===== src/rtl/flow_ctrl.sv =====
// flow_ctrl: per-stage pipeline flow control for hazards, jumps, divides, bus waits and traps
package flow_pkg;
  localparam int FLOW_WIDTH = 2;
  localparam logic [FLOW_WIDTH-1:0] FLOW_WORK = 2'd0;
  localparam logic [FLOW_WIDTH-1:0] FLOW_STOP = 2'd1;
  localparam logic [FLOW_WIDTH-1:0] FLOW_REFRESH = 2'd2;
endpackage

module flow_ctrl
  import flow_pkg::*;
#(
  parameter int BUS_TIMEOUT = 16,
  parameter int STALL_CNT_W = 32
) (
  input  logic                   clk,
  input  logic                   rst_n,
  input  logic                   load_use_i,
  input  logic                   jump_i,
  input  logic                   div_start_i,
  input  logic                   div_done_i,
  input  logic                   bus_wait_i,
  input  logic                   trap_req_i,
  output logic [FLOW_WIDTH-1:0]  flow_pc_o,
  output logic [FLOW_WIDTH-1:0]  flow_id_o,
  output logic [FLOW_WIDTH-1:0]  flow_ex_o,
  output logic [FLOW_WIDTH-1:0]  flow_mem_o,
  output logic [FLOW_WIDTH-1:0]  flow_wb_o,
  output logic                   div_kill_o,
  output logic                   trap_ack_o,
  output logic                   bus_err_o,
  output logic [STALL_CNT_W-1:0] stall_cnt_o
);
  localparam int WCW = $clog2(BUS_TIMEOUT + 1);
  typedef enum logic [2:0] {INIT, RUN, DIV_WAIT, BUS_WAIT, TRAP_FLUSH} state_e;
  state_e state_q, state_d;
  logic pend_q, pend_d, err_q, err_d, trap, tmo;
  logic [WCW-1:0] wcnt_q, wcnt_d;
  logic [STALL_CNT_W-1:0] stall_q;
  assign bus_err_o = err_q;
  assign stall_cnt_o = stall_q;
  always_ff @(posedge clk or negedge rst_n) begin
    if (!rst_n) begin
      state_q <= INIT;
      pend_q <= 1'b0;
      err_q <= 1'b0;
      wcnt_q <= '0;
      stall_q <= '0;
    end else begin
      state_q <= state_d;
      pend_q <= pend_d;
      err_q <= err_d;
      wcnt_q <= wcnt_d;
      stall_q <= (flow_pc_o != FLOW_WORK && !(&stall_q)) ? stall_q + STALL_CNT_W'(1) : stall_q;
    end
  end
  // a pending divide survives bus waits until its done strobe is seen
  always_comb begin
    state_d = state_q;
    pend_d = pend_q & ~div_done_i;
    wcnt_d = '0;
    err_d = 1'b0;
    div_kill_o = 1'b0;
    trap_ack_o = 1'b0;
    {flow_pc_o, flow_id_o, flow_ex_o, flow_mem_o, flow_wb_o} = {5{FLOW_WORK}};
    trap = trap_req_i & (state_q != INIT) & (state_q != TRAP_FLUSH);
    tmo = (state_q == BUS_WAIT) & bus_wait_i & (wcnt_q == WCW'(BUS_TIMEOUT - 1));
    if (state_q == INIT) begin
      {flow_pc_o, flow_id_o, flow_ex_o, flow_mem_o, flow_wb_o} = {5{FLOW_REFRESH}};
      state_d = RUN;
    end else if (state_q == TRAP_FLUSH) begin
      {flow_pc_o, flow_id_o, flow_ex_o, flow_mem_o, flow_wb_o} = {FLOW_STOP, {4{FLOW_REFRESH}}};
      trap_ack_o = 1'b1;
      state_d = RUN;
    end else if (trap | tmo) begin
      {flow_pc_o, flow_id_o, flow_ex_o, flow_mem_o, flow_wb_o} = trap ? {FLOW_WORK, {4{FLOW_REFRESH}}}
                                                                        : {{4{FLOW_STOP}}, FLOW_REFRESH};
      div_kill_o = pend_q & ~div_done_i;
      pend_d = 1'b0;
      err_d = ~trap;
      state_d = TRAP_FLUSH;
    end else if (bus_wait_i) begin
      {flow_pc_o, flow_id_o, flow_ex_o, flow_mem_o, flow_wb_o} = {{4{FLOW_STOP}}, FLOW_REFRESH};
      wcnt_d = (state_q == BUS_WAIT) ? wcnt_q + WCW'(1) : '0;
      state_d = BUS_WAIT;
    end else if (state_q == BUS_WAIT) begin
      state_d = pend_d ? DIV_WAIT : RUN;
    end else if (state_q == DIV_WAIT) begin
      if (div_done_i) state_d = RUN;
      else {flow_pc_o, flow_id_o, flow_ex_o, flow_mem_o, flow_wb_o} = {{3{FLOW_STOP}}, FLOW_REFRESH, FLOW_WORK};
    end else if (div_start_i) begin
      {flow_pc_o, flow_id_o, flow_ex_o, flow_mem_o, flow_wb_o} = {{3{FLOW_STOP}}, FLOW_REFRESH, FLOW_WORK};
      pend_d = 1'b1;
      state_d = DIV_WAIT;
    end else if (jump_i) begin
      {flow_pc_o, flow_id_o, flow_ex_o, flow_mem_o, flow_wb_o} = {FLOW_WORK, FLOW_REFRESH, FLOW_REFRESH, FLOW_WORK, FLOW_WORK};
    end else if (load_use_i) begin
      {flow_pc_o, flow_id_o, flow_ex_o, flow_mem_o, flow_wb_o} = {FLOW_STOP, FLOW_STOP, FLOW_REFRESH, FLOW_WORK, FLOW_WORK};
    end
  end
endmodule

===== config.mk =====
export PLATFORM = sky130hd
export DESIGN_NAME = flow_ctrl
export DESIGN_NICKNAME = d
export VERILOG_FILES = /design/src/rtl/flow_ctrl.sv
export SDC_FILE = /design/constraint.sdc
export NUM_CORES = 1
export LEC_CHECK = 0
export ABC_CLOCK_PERIOD_IN_PS = 1900
export BUFFER_PORTS_ARGS = -buffer_cell sky130_fd_sc_hd__buf_2
export CAP_MARGIN = 20
export CORE_AREA = 2 2 83 65
export CTS_CLUSTER_SIZE = 24
export DETAILED_ROUTE_END_ITERATION = 12
export DIE_AREA = 0 0 85 67
export GPL_ROUTABILITY_DRIVEN = 1
export PLACE_DENSITY = 0.82
export SLEW_MARGIN = 5
export SYNTH_ARGS = -nofsm -noshare
export SYNTH_HDL_FRONTEND = slang
export SYNTH_SLANG_ARGS = --single-unit

===== constraint.sdc =====
create_clock -name clk -period 1.9 [get_ports clk]
set_input_delay 0.095 -clock clk [delete_from_list [all_inputs] [get_ports clk]]
set_output_delay 0.095 -clock clk [all_outputs]
set_load 0.05 [all_outputs]

==> impl_metrics.ini, run 1 <==
[outcome]
status = finished with violations
violations = negative setup slack

[synth]
synth_edf_count = 0
synth-seq-area-share_pct = 46.33
syn_area_per_cell_sq_um = 9.949
yosys_warnings = 0
synthesis.instances = 228
yosys.cell_types.count = 41
netlist_area_sq_mm = 0.002268
synth_compound_area_share_pct = 8.439
yosys.area_share.simple_pct = 26.03
synth_xor_area_share_pct = 12.36
synth_top_family_by_area = simple AND/OR/NAND/NOR gates
ys_seq_elements = 42
yosys-mux-area-fraction_pct = 1.434
synth_ff_type = dfrtp_1
syn_nets = 239
synth_adder_area_share_pct = 1.655
ys_async_sr_fraction_pct = 100.0

[routing]
drt_pre_antenna_iters = 4
vias = 2054
wl_um = 5598
routed_via_density = 5.612
wl_per_cell_um = 15.30
final_antenna_net_count = 0
drtIter0Drc = 187
route.detailed.drc = 0

[pwr]
switching_share_pct = 44.80
power_w = 0.003600
power_leakage_nw = 1.404
pwr-share-comb_pct = 51.0
p_int_w = 0.001987
power_frac_seq_pct = 32.2
power_density_mw_per_mm2 = 1184
p_sw_w = 0.001613
vdd_ir_drop_max_mv = 0.9937
p_clk_share_pct = 16.8

[die]
design.die.area_sq_mm = 0.005695
rows = 22
fp.dieW_um = 85
fp.dieH_um = 67
core_area_sq_mm = 0.004817
initial_utilization_pct = 47.09
ios = 53

[clock_tree]
clockBufferDepth = 2
numCtsBuffers = 5
tritoncts = yes
clock_latency_ps = 300
clkSinkCount = 42
path_clk_slew_ps = 80
htree_levels = 2
cts-root-buf = clkbuf_8

[worst_hold_path]
hold_depth = 2
holdCritPathClass = input pin to flip-flop

[timing]
tightest_slew_ps = 521.9
hold_violations = 0
tns_ps = -755.0
slew_headroom_pct = 65.21
finalCritPeriodShare_pct = 110.6
setup_viol = 9
final.setup_skew_ps = 8.361
rsz0062_at_grt = yes
fin_ws_ps = -201.5
fin_crit_ps = 2101
fmax_mhz = 475.9
whs_ps = 124.0
slew_viol_final = 0

[final_layout]
final_nets = 316
register_area_sq_mm = 0.001080
syn_to_final_growth_pct = 34.09
finalNonFillerCells = 366
multiInputGateArea_sq_mm = 0.001256
fill_cells = 378
antenna_cells = 0
layout-drive-gt1-share_pct = 46.08
final_common_cell = buf_2
layout_common_cells = 48 x buf_2, 31 x xnor2_1, 25 x buf_4

[setup_path]
timing.rr.end = state_q[0]
startpoint_type = flip-flop
reg2reg_from = wcnt_q[1]
worstSetupPathType = flip-flop to primary output
crit_fanout = 3
crit_arrival_ps = 2010
r2r_cells = 11
worstSetupEndpointType = primary output
startpoint = wcnt_q[1]
r2r_slack_ps = -60
worst_ep_required_time_ps = 1800
crit_path_end = flow_wb_o[1]

[placement]
gp_congestion = 0.8549
numPlacedInstances = 351
io_buffers = 51
dp_hpwl_um = 3918

[global_routing]
antenna_found_initial = 0
grt_pass1_vias = 1904
overflow = 0
grt_first_pass_wirelength_um = 9142
grt_max_degree = 43
track_usage_pct = 20.38

[flow_run]
maxCapViolations = 0
==> worst min path at each step <==
stage / startpoint / endpoint / slack, ps
2_1_floorplan: rst_n / bus_err_o / -200
3_3_place_gp: rst_n / stall_cnt_o[5] / 190
3_5_place_dp: rst_n / stall_cnt_o[5] / 200
4_1_cts: trap_req_i / bus_err_o / 130
5_1_grt: trap_req_i / bus_err_o / 140
6_report: trap_req_i / bus_err_o / 120
==> per-layer routing <==
metal	global-route usage (%)	routed length [um]	share of wire, %
met4	4.960	30	0.54
met2	33.30	2584	46
met5	0	0	0
met1	27.60	2669	48
met3	4.585	313	5.6
==> power groups by stage <==
stage / combinational, W / clock [W] / sequential, W
floorplan: 0.000933 / 0 / 0.00142
global placement: 0.00162 / 0 / 0.00117
detailed placement: 0.00165 / 0 / 0.00118
CTS: 0.00175 / 0.000615 / 0.00115
global route: 0.00196 / 0.000660 / 0.00118
finish: 0.00184 / 0.000603 / 0.00116
==> area by class of cell <==
cell class                      instances  area share, %
Timing Repair Buffer                   80          16.62
Inverter                                8         0.9872
Tap cell                               60          2.468
Clock inverter                          2         0.4114
Sequential cell                        42          35.50
Multi-Input combinational cell        168          41.30
Clock buffer                            6          2.715
==> timing repair <==
action                                  4_1_cts  5_1_grt
endpoints found under the hold margin        42        0
hold buffers                                  1        0
buffers inserted                              2        3
endpoints found under the setup margin        5       25
gates cloned                                  0        1
pin swaps                                     3        4
gates resized for setup                      16       13
==> flip-flops by register name, indices dropped and copies added, names as in the netlist <==
name and count:
stall_cnt_o 32, wcnt_q 5, state_q 3, bus_err_o 1, pend_q 1
==> cell usage after synthesis, types with 2 or more instances <==
master | n | share of area, %
o21ba_2 | 2 | 0.88
nand3b_1 | 4 | 1.3
buf_2 | 2 | 0.44
a31oi_1 | 2 | 0.55
and3_1 | 13 | 3.6
nand3_1 | 14 | 3.1
nor2b_1 | 3 | 0.83
a21oi_1 | 7 | 1.5
nor2_1 | 18 | 3.0
and4_1 | 5 | 1.9
a21boi_0 | 3 | 0.99
o211ai_1 | 2 | 0.66
dfrtp_1 | 42 | 46
nand2_1 | 9 | 1.5
or2_2 | 2 | 0.55
nand4b_1 | 2 | 0.77
clkbuf_1 | 6 | 0.99
inv_1 | 8 | 1.3
xnor2_1 | 31 | 12
nand2b_1 | 2 | 0.55
ha_1 | 3 | 1.7
nor3_1 | 2 | 0.44
o21ai_0 | 6 | 1.3
mux2_2 | 2 | 0.99
nand4_1 | 22 | 6.1
==> metrics by stage <==
stage | utilization [%] | cell area, sq um | setup slack (ps)
floorplan | - | 2357 | -208.2
global placement | 58.13 | 2800 | 38.50
detailed placement | 58.13 | 2800 | -14.67
CTS | 61.82 | 2978 | -220.4
finish | 63.14 | 3042 | -201.5
global route | 63.14 | 3042 | -279.5
==> worst max-delay path, stage by stage (launching register included) <==
cell,delay (ps)
dfrtp_1,390
ha_2,200
and3_4,180
ha_4,140
and3_4,140
a21o_1,160
a22oi_2,160
buf_6,150
nand2_4,50
buf_8,150
==> cells by family (layout without fill, tap and decap cells) <==
kind of cell	Yosys count	in the layout
other	1	1
adder cells (fa/ha/maj)	3	3
multiplexers	3	3
flip-flops	42	42
AO/OA/AOI/OAI	29	29
XOR/XNOR	32	32
AND/OR/NAND/NOR	100	100
buffers and inverters	18	96
No activity file was read; power rests on OpenSTA's default activity.
==> run 2: changes to the inputs <==
--- a/config.mk
+++ b/config.mk
@@ -6,14 +6,14 @@
 export NUM_CORES = 1
 export LEC_CHECK = 0
 export ABC_CLOCK_PERIOD_IN_PS = 1900
-export BUFFER_PORTS_ARGS = -buffer_cell sky130_fd_sc_hd__buf_2
 export CAP_MARGIN = 20
-export CORE_AREA = 2 2 83 65
+export CORE_AREA = 2 2 78 62
 export CTS_CLUSTER_SIZE = 24
 export DETAILED_ROUTE_END_ITERATION = 12
-export DIE_AREA = 0 0 85 67
+export DIE_AREA = 0 0 80 64
+export DONT_BUFFER_PORTS = 1
 export GPL_ROUTABILITY_DRIVEN = 1
-export PLACE_DENSITY = 0.82
+export PLACE_DENSITY = 0.78
 export SLEW_MARGIN = 5
 export SYNTH_ARGS = -nofsm -noshare
 export SYNTH_HDL_FRONTEND = slang
==> impl_metrics.ini, run 2 (same netlist as run 1, synthesis figures left out) <==
[timing]
slew_viol_final = 0
finalCritPeriodShare_pct = 112.4
tns_ps = -912.6
setup_viol = 9
fin_ws_ps = -235.5
final.setup_skew_ps = 14.73
rsz0062_at_grt = yes
fmax_mhz = 468.3
fin_crit_ps = 2136
whs_ps = -20.93
hold_violations = 1

[global_routing]
grt_max_degree = 43
use_met3_pct = 7.345
grt_use_met2_pct = 40.42
busiest_layer = met2
antenna_found_initial = 0
met1_usage_pct = 32.42
overflow = 0
grt_first_pass_wirelength_um = 9887
track_usage_pct = 25.11
grt_pass1_vias = 2092

[pwr]
pwr-share-comb_pct = 51.6
power_density_mw_per_mm2 = 1213
power_w = 0.003853
p_sw_w = 0.001683
p_clk_share_pct = 18.8
switching_share_pct = 43.69
power_frac_seq_pct = 29.7
p_int_w = 0.002169
vdd_ir_drop_max_mv = 1.270
power_leakage_nw = 1.401

[placement]
dp_hpwl_um = 4140
gp_congestion = 0.8089
io_buffers = 0

[final_layout]
layout-drive-gt1-share_pct = 43.81
layout_common_cells = 63 x buf_4, 31 x xnor2_1, 22 x nand4_1, 22 x dfrtp_2, 20 x dfrtp_1
largest_reg_flops = 32
antenna_cells = 0
final_nets = 309
final_common_cell = buf_4
syn_to_final_growth_pct = 39.99
fill_cells = 302

[setup_path]
max_stage_delay_ps = 390
cpMaxStageDelayCell = dfrtp_1
worstSetupEndpointType = primary output
crit_fanout = 5
worst_ep_required_time_ps = 1800
worstSetupPathType = flip-flop to primary output
crit_arrival_ps = 2040
crit_buf_inv = 2
cp_top_family = flip-flops
crit_chain = ha_2 -> and3_4 -> ha_4 -> and3_4 -> a21o_1 -> a22oi_2 -> buf_6 -> nor2_2 -> buf_6
startpoint_type = flip-flop

[clock_tree]
clkSinkCount = 42
clock_latency_ps = 300
htree_levels = 2
cts-root-buf = clkbuf_8
tritoncts = yes
numCtsBuffers = 5
clockBufferDepth = 2
hold_buffers = 4
path_clk_slew_ps = 90

[routing]
wl_per_cell_um = 17.46
drt_pre_antenna_iters = 4
route.detailed.drc = 0
drtIter0Drc = 109
wl_um = 6217
vias = 2102
routed_via_density = 5.904
final_antenna_net_count = 0

[die]
core_area_sq_mm = 0.004309
fp.dieW_um = 80
ios = 53
rows = 21
initial_utilization_pct = 52.64
fp.dieH_um = 64
design.die.area_sq_mm = 0.005120

[outcome]
violations = negative hold slack, negative setup slack
status = finished with violations

[worst_hold_path]
holdCritPathClass = input pin to flip-flop

[flow_run]
maxCapViolations = 0
## run 2: worst reg2reg max path, stage by stage (launching register included)
cell	delay (ps)
dfrtp_1	390
ha_2	190
and3_4	180
ha_4	140
and3_4	140
a21o_1	160
a22oi_2	170
buf_4	150
nand4_1	210
nor2_1	170
## run 2: power groups by stage
| stage | clock network, W | logic [W] | registers (W) |
|---|---|---|---|
| after CTS | 0.000733 | 0.00179 | 0.00113 |
| after global placement | 0 | 0.00166 | 0.00115 |
| after floorplan | 0 | 0.000933 | 0.00142 |
| final | 0.000724 | 0.00199 | 0.00114 |
| after detailed placement | 0 | 0.00169 | 0.00115 |
| after global routing | 0.000781 | 0.00209 | 0.00115 |
## run 2: path summary, 6_finish.rpt
check / cells after the start / startpoint / slack, ps / end
min in group asynchronous: 2 / rst_n / 260 / stall_cnt_o[2]
setup reg to reg: 9 / wcnt_q[0] / -110 / wcnt_q[3]
setup / recovery: 9 / wcnt_q[0] / -240 / div_kill_o
hold / removal: 2 / bus_wait_i / -20 / state_q[0]
max in group asynchronous: 2 / rst_n / 1400 / stall_cnt_o[8]
hold reg to reg: 2 / wcnt_q[0] / 540 / wcnt_q[0]
## run 2: area by class of cell
cell class                 count  area (sq um)  share of cell area (%)
inverter                       8         30.03                  0.9456
clock buffer                   5         68.82                   2.167
sequential                    42          1079                   33.96
clock inverter                 3         43.79                   1.379
multi-input combinational    168          1284                   40.43
timing repair buffer          73         599.3                   18.87
tap                           57         71.32                   2.246
## run 2: metrics by stage
step	worst slack [ps]	utilization (%)	area (sq um)	instances
6_report	-235.5	73.69	3176	356
3_5_place_dp	0.7198	65.36	2816	332
4_1_cts	-226.6	70.82	3052	348
3_3_place_gp	50.72	65.36	2816	332
2_1_floorplan	-208.2	-	2357	228
5_1_grt	-299.2	73.69	3176	356
## run 2: metal layers
metal	vias up	wire length [um]
li1	960	-
met1	1045	2516
met2	87	3187
met3	10	445
met4	0	68
met5	-	0
## run 2: what timing repair did
item                                    in CTS  in global routing
resized for setup                           10                 15
pin swaps                                    9                  9
endpoints found under the setup margin       8                 24
hold endpoints to repair                    45                  1
gates cloned                                 0                  0
setup buffers                                5                  9
==> run 3: changes to the inputs <==
--- a/config.mk
+++ b/config.mk
@@ -18,3 +18,4 @@
 export SYNTH_ARGS = -nofsm -noshare
 export SYNTH_HDL_FRONTEND = slang
 export SYNTH_SLANG_ARGS = --single-unit
+export TNS_END_PERCENT = 20
==> impl_metrics.ini, run 3 (same netlist as run 1, synthesis figures left out) <==
[setup_path]
crit_fanout = 3
crit_path_end = flow_wb_o[1]
cpMaxStageDelayCell = dfrtp_1
max_stage_delay_ps = 380
startpoint = wcnt_q[0]
crit_chain = ha_2 -> and3_4 -> ha_4 -> and3_4 -> a21o_1 -> a22oi_2 -> buf_4 -> nand2_2 -> buf_6
crit_arrival_ps = 2010
r2r_cells = 9
crit_top_cell = and3_4
worstSetupPathType = flip-flop to primary output
timing.rr.end = wcnt_q[2]
worstSetupEndpointType = primary output
worst_ep_required_time_ps = 1800
reg2reg_from = wcnt_q[0]
startpoint_type = flip-flop
r2r_slack_ps = -100

[timing]
tns_ps = -920.0
fin_ws_ps = -206.0
setup_viol = 9
slew_viol_final = 0
final.setup_skew_ps = 3.092
finalCritPeriodShare_pct = 110.8
tightest_slew_ps = 598.7
slew_headroom_pct = 59.66
rsz0062_at_grt = yes
fmax_mhz = 474.8
hold_violations = 0
fin_crit_ps = 2106

[die]
ios = 53
design.die.area_sq_mm = 0.005120
fp.dieW_um = 80
core_area_sq_mm = 0.004309
fp.dieH_um = 64
initial_utilization_pct = 52.64
rows = 21

[final_layout]
layout_common_cells = 54 x buf_4, 31 x xnor2_1, 22 x nand4_1, 22 x dfrtp_1, 20 x dfrtp_2
final_common_cell = buf_4
antenna_cells = 0
syn_to_final_growth_pct = 33.70
fill_cells = 331
final_nets = 300
utilization_pct = 70.38
largest_reg_flops = 32
stdcell_area_sq_mm = 0.003033
layout-drive-gt1-share_pct = 38.28

[routing]
wl_um = 6046
drtIter0Drc = 195
final_antenna_net_count = 0
vias = 2037
routed_via_density = 5.870
drt_pre_antenna_iters = 4
wl_per_cell_um = 17.42
route.detailed.drc = 0

[clock_tree]
tritoncts = yes
numCtsBuffers = 5
clock_latency_ps = 300
cts-root-buf = clkbuf_8
clkSinkCount = 42
htree_levels = 2
path_clk_slew_ps = 80
clockBufferDepth = 2

[placement]
io_buffers = 0
preCtsSetupSlack_ps = -76.80
gp_congestion = 0.8369
dp_hpwl_um = 4037
placed_area_sq_mm = 0.002796

[outcome]
violations = negative setup slack
status = finished with violations

[global_routing]
grt_pass1_vias = 2067
grt_first_pass_wirelength_um = 9894
track_usage_pct = 25.17
grt_use_met2_pct = 38.02
use_met3_pct = 6.921
met1_usage_pct = 34.38
antenna_found_initial = 0
overflow = 0
grt_max_degree = 43
busiest_layer = met2

[worst_hold_path]
holdCritPathClass = input pin to flip-flop

[flow_run]
maxCapViolations = 0

[pwr]
power_leakage_nw = 1.338
power_density_mw_per_mm2 = 1164
vdd_ir_drop_max_mv = 0.8966
power_w = 0.003531
## run 3: final cells by class
type	count	area [sq um]	share of cell area, %
repair buffers	64	539.3	17.78
clock buffers	7	86.33	2.847
clock inverters	1	5.005	0.1650
flip-flops and latches	42	1076	35.48
inverters	8	30.03	0.9901
multi-input cells	168	1225	40.39
well taps	57	71.32	2.351
## run 3: how the worst min path moves through the flow
| stage | from | endpoint | slack (ps) | cells after the start |
|---|---|---|---|---|
| 4_1_cts | bus_wait_i | state_q[0] | -30 | 2 |
| 3_3_place_gp | rst_n | stall_cnt_o[21] | -200 | 0 |
| 3_5_place_dp | rst_n | stall_cnt_o[23] | -200 | 0 |
| 6_report | bus_wait_i | pend_q | 40 | 3 |
| 5_1_grt | bus_wait_i | pend_q | 70 | 3 |
| 2_1_floorplan | rst_n | bus_err_o | -200 | 0 |
## run 3: power by group
group | leakage [nW] | total (W) | internal [W] | switching (W)
Sequential | 0.536 | 0.00115 | 0.00102 | 0.000126
Clock | 0.0482 | 0.000592 | 0.000293 | 0.000299
Combinational | 0.754 | 0.00179 | 0.000650 | 0.00114
## run 3: through the flow
step | std cells | hold slack (ps)
after floorplan | 228 | -200.6
after CTS | 347 | -32.12
after detailed placement | 332 | -199.9
after global routing | 347 | 67.62
after global placement | 332 | -199.6
final | 347 | 43.61
## run 3: repair_timing
action | in CTS | in global routing
hold endpoints to repair | 45 | 1
gates resized for setup | 12 | 9
pin swaps | 5 | 5
buffers inserted | 3 | 0
endpoints found under the setup margin | 9 | 37
hold buffers | 4 | 1
## run 3: critical path, delay by kind of cell (launching register included)
kind	cells	cell delay, ps
flops	1	380
fa+ha+maj	2	340
compound gates	2	310
simple gates	3	380
buf+inv	2	310
## run 3: per-layer routing
metal | share of wire [%] | vias to the layer above
li1 | - | 937
met2 | 48 | 87
met1 | 42 | 998
met5 | 0 | -
met3 | 7.9 | 15
met4 | 1.7 | 0
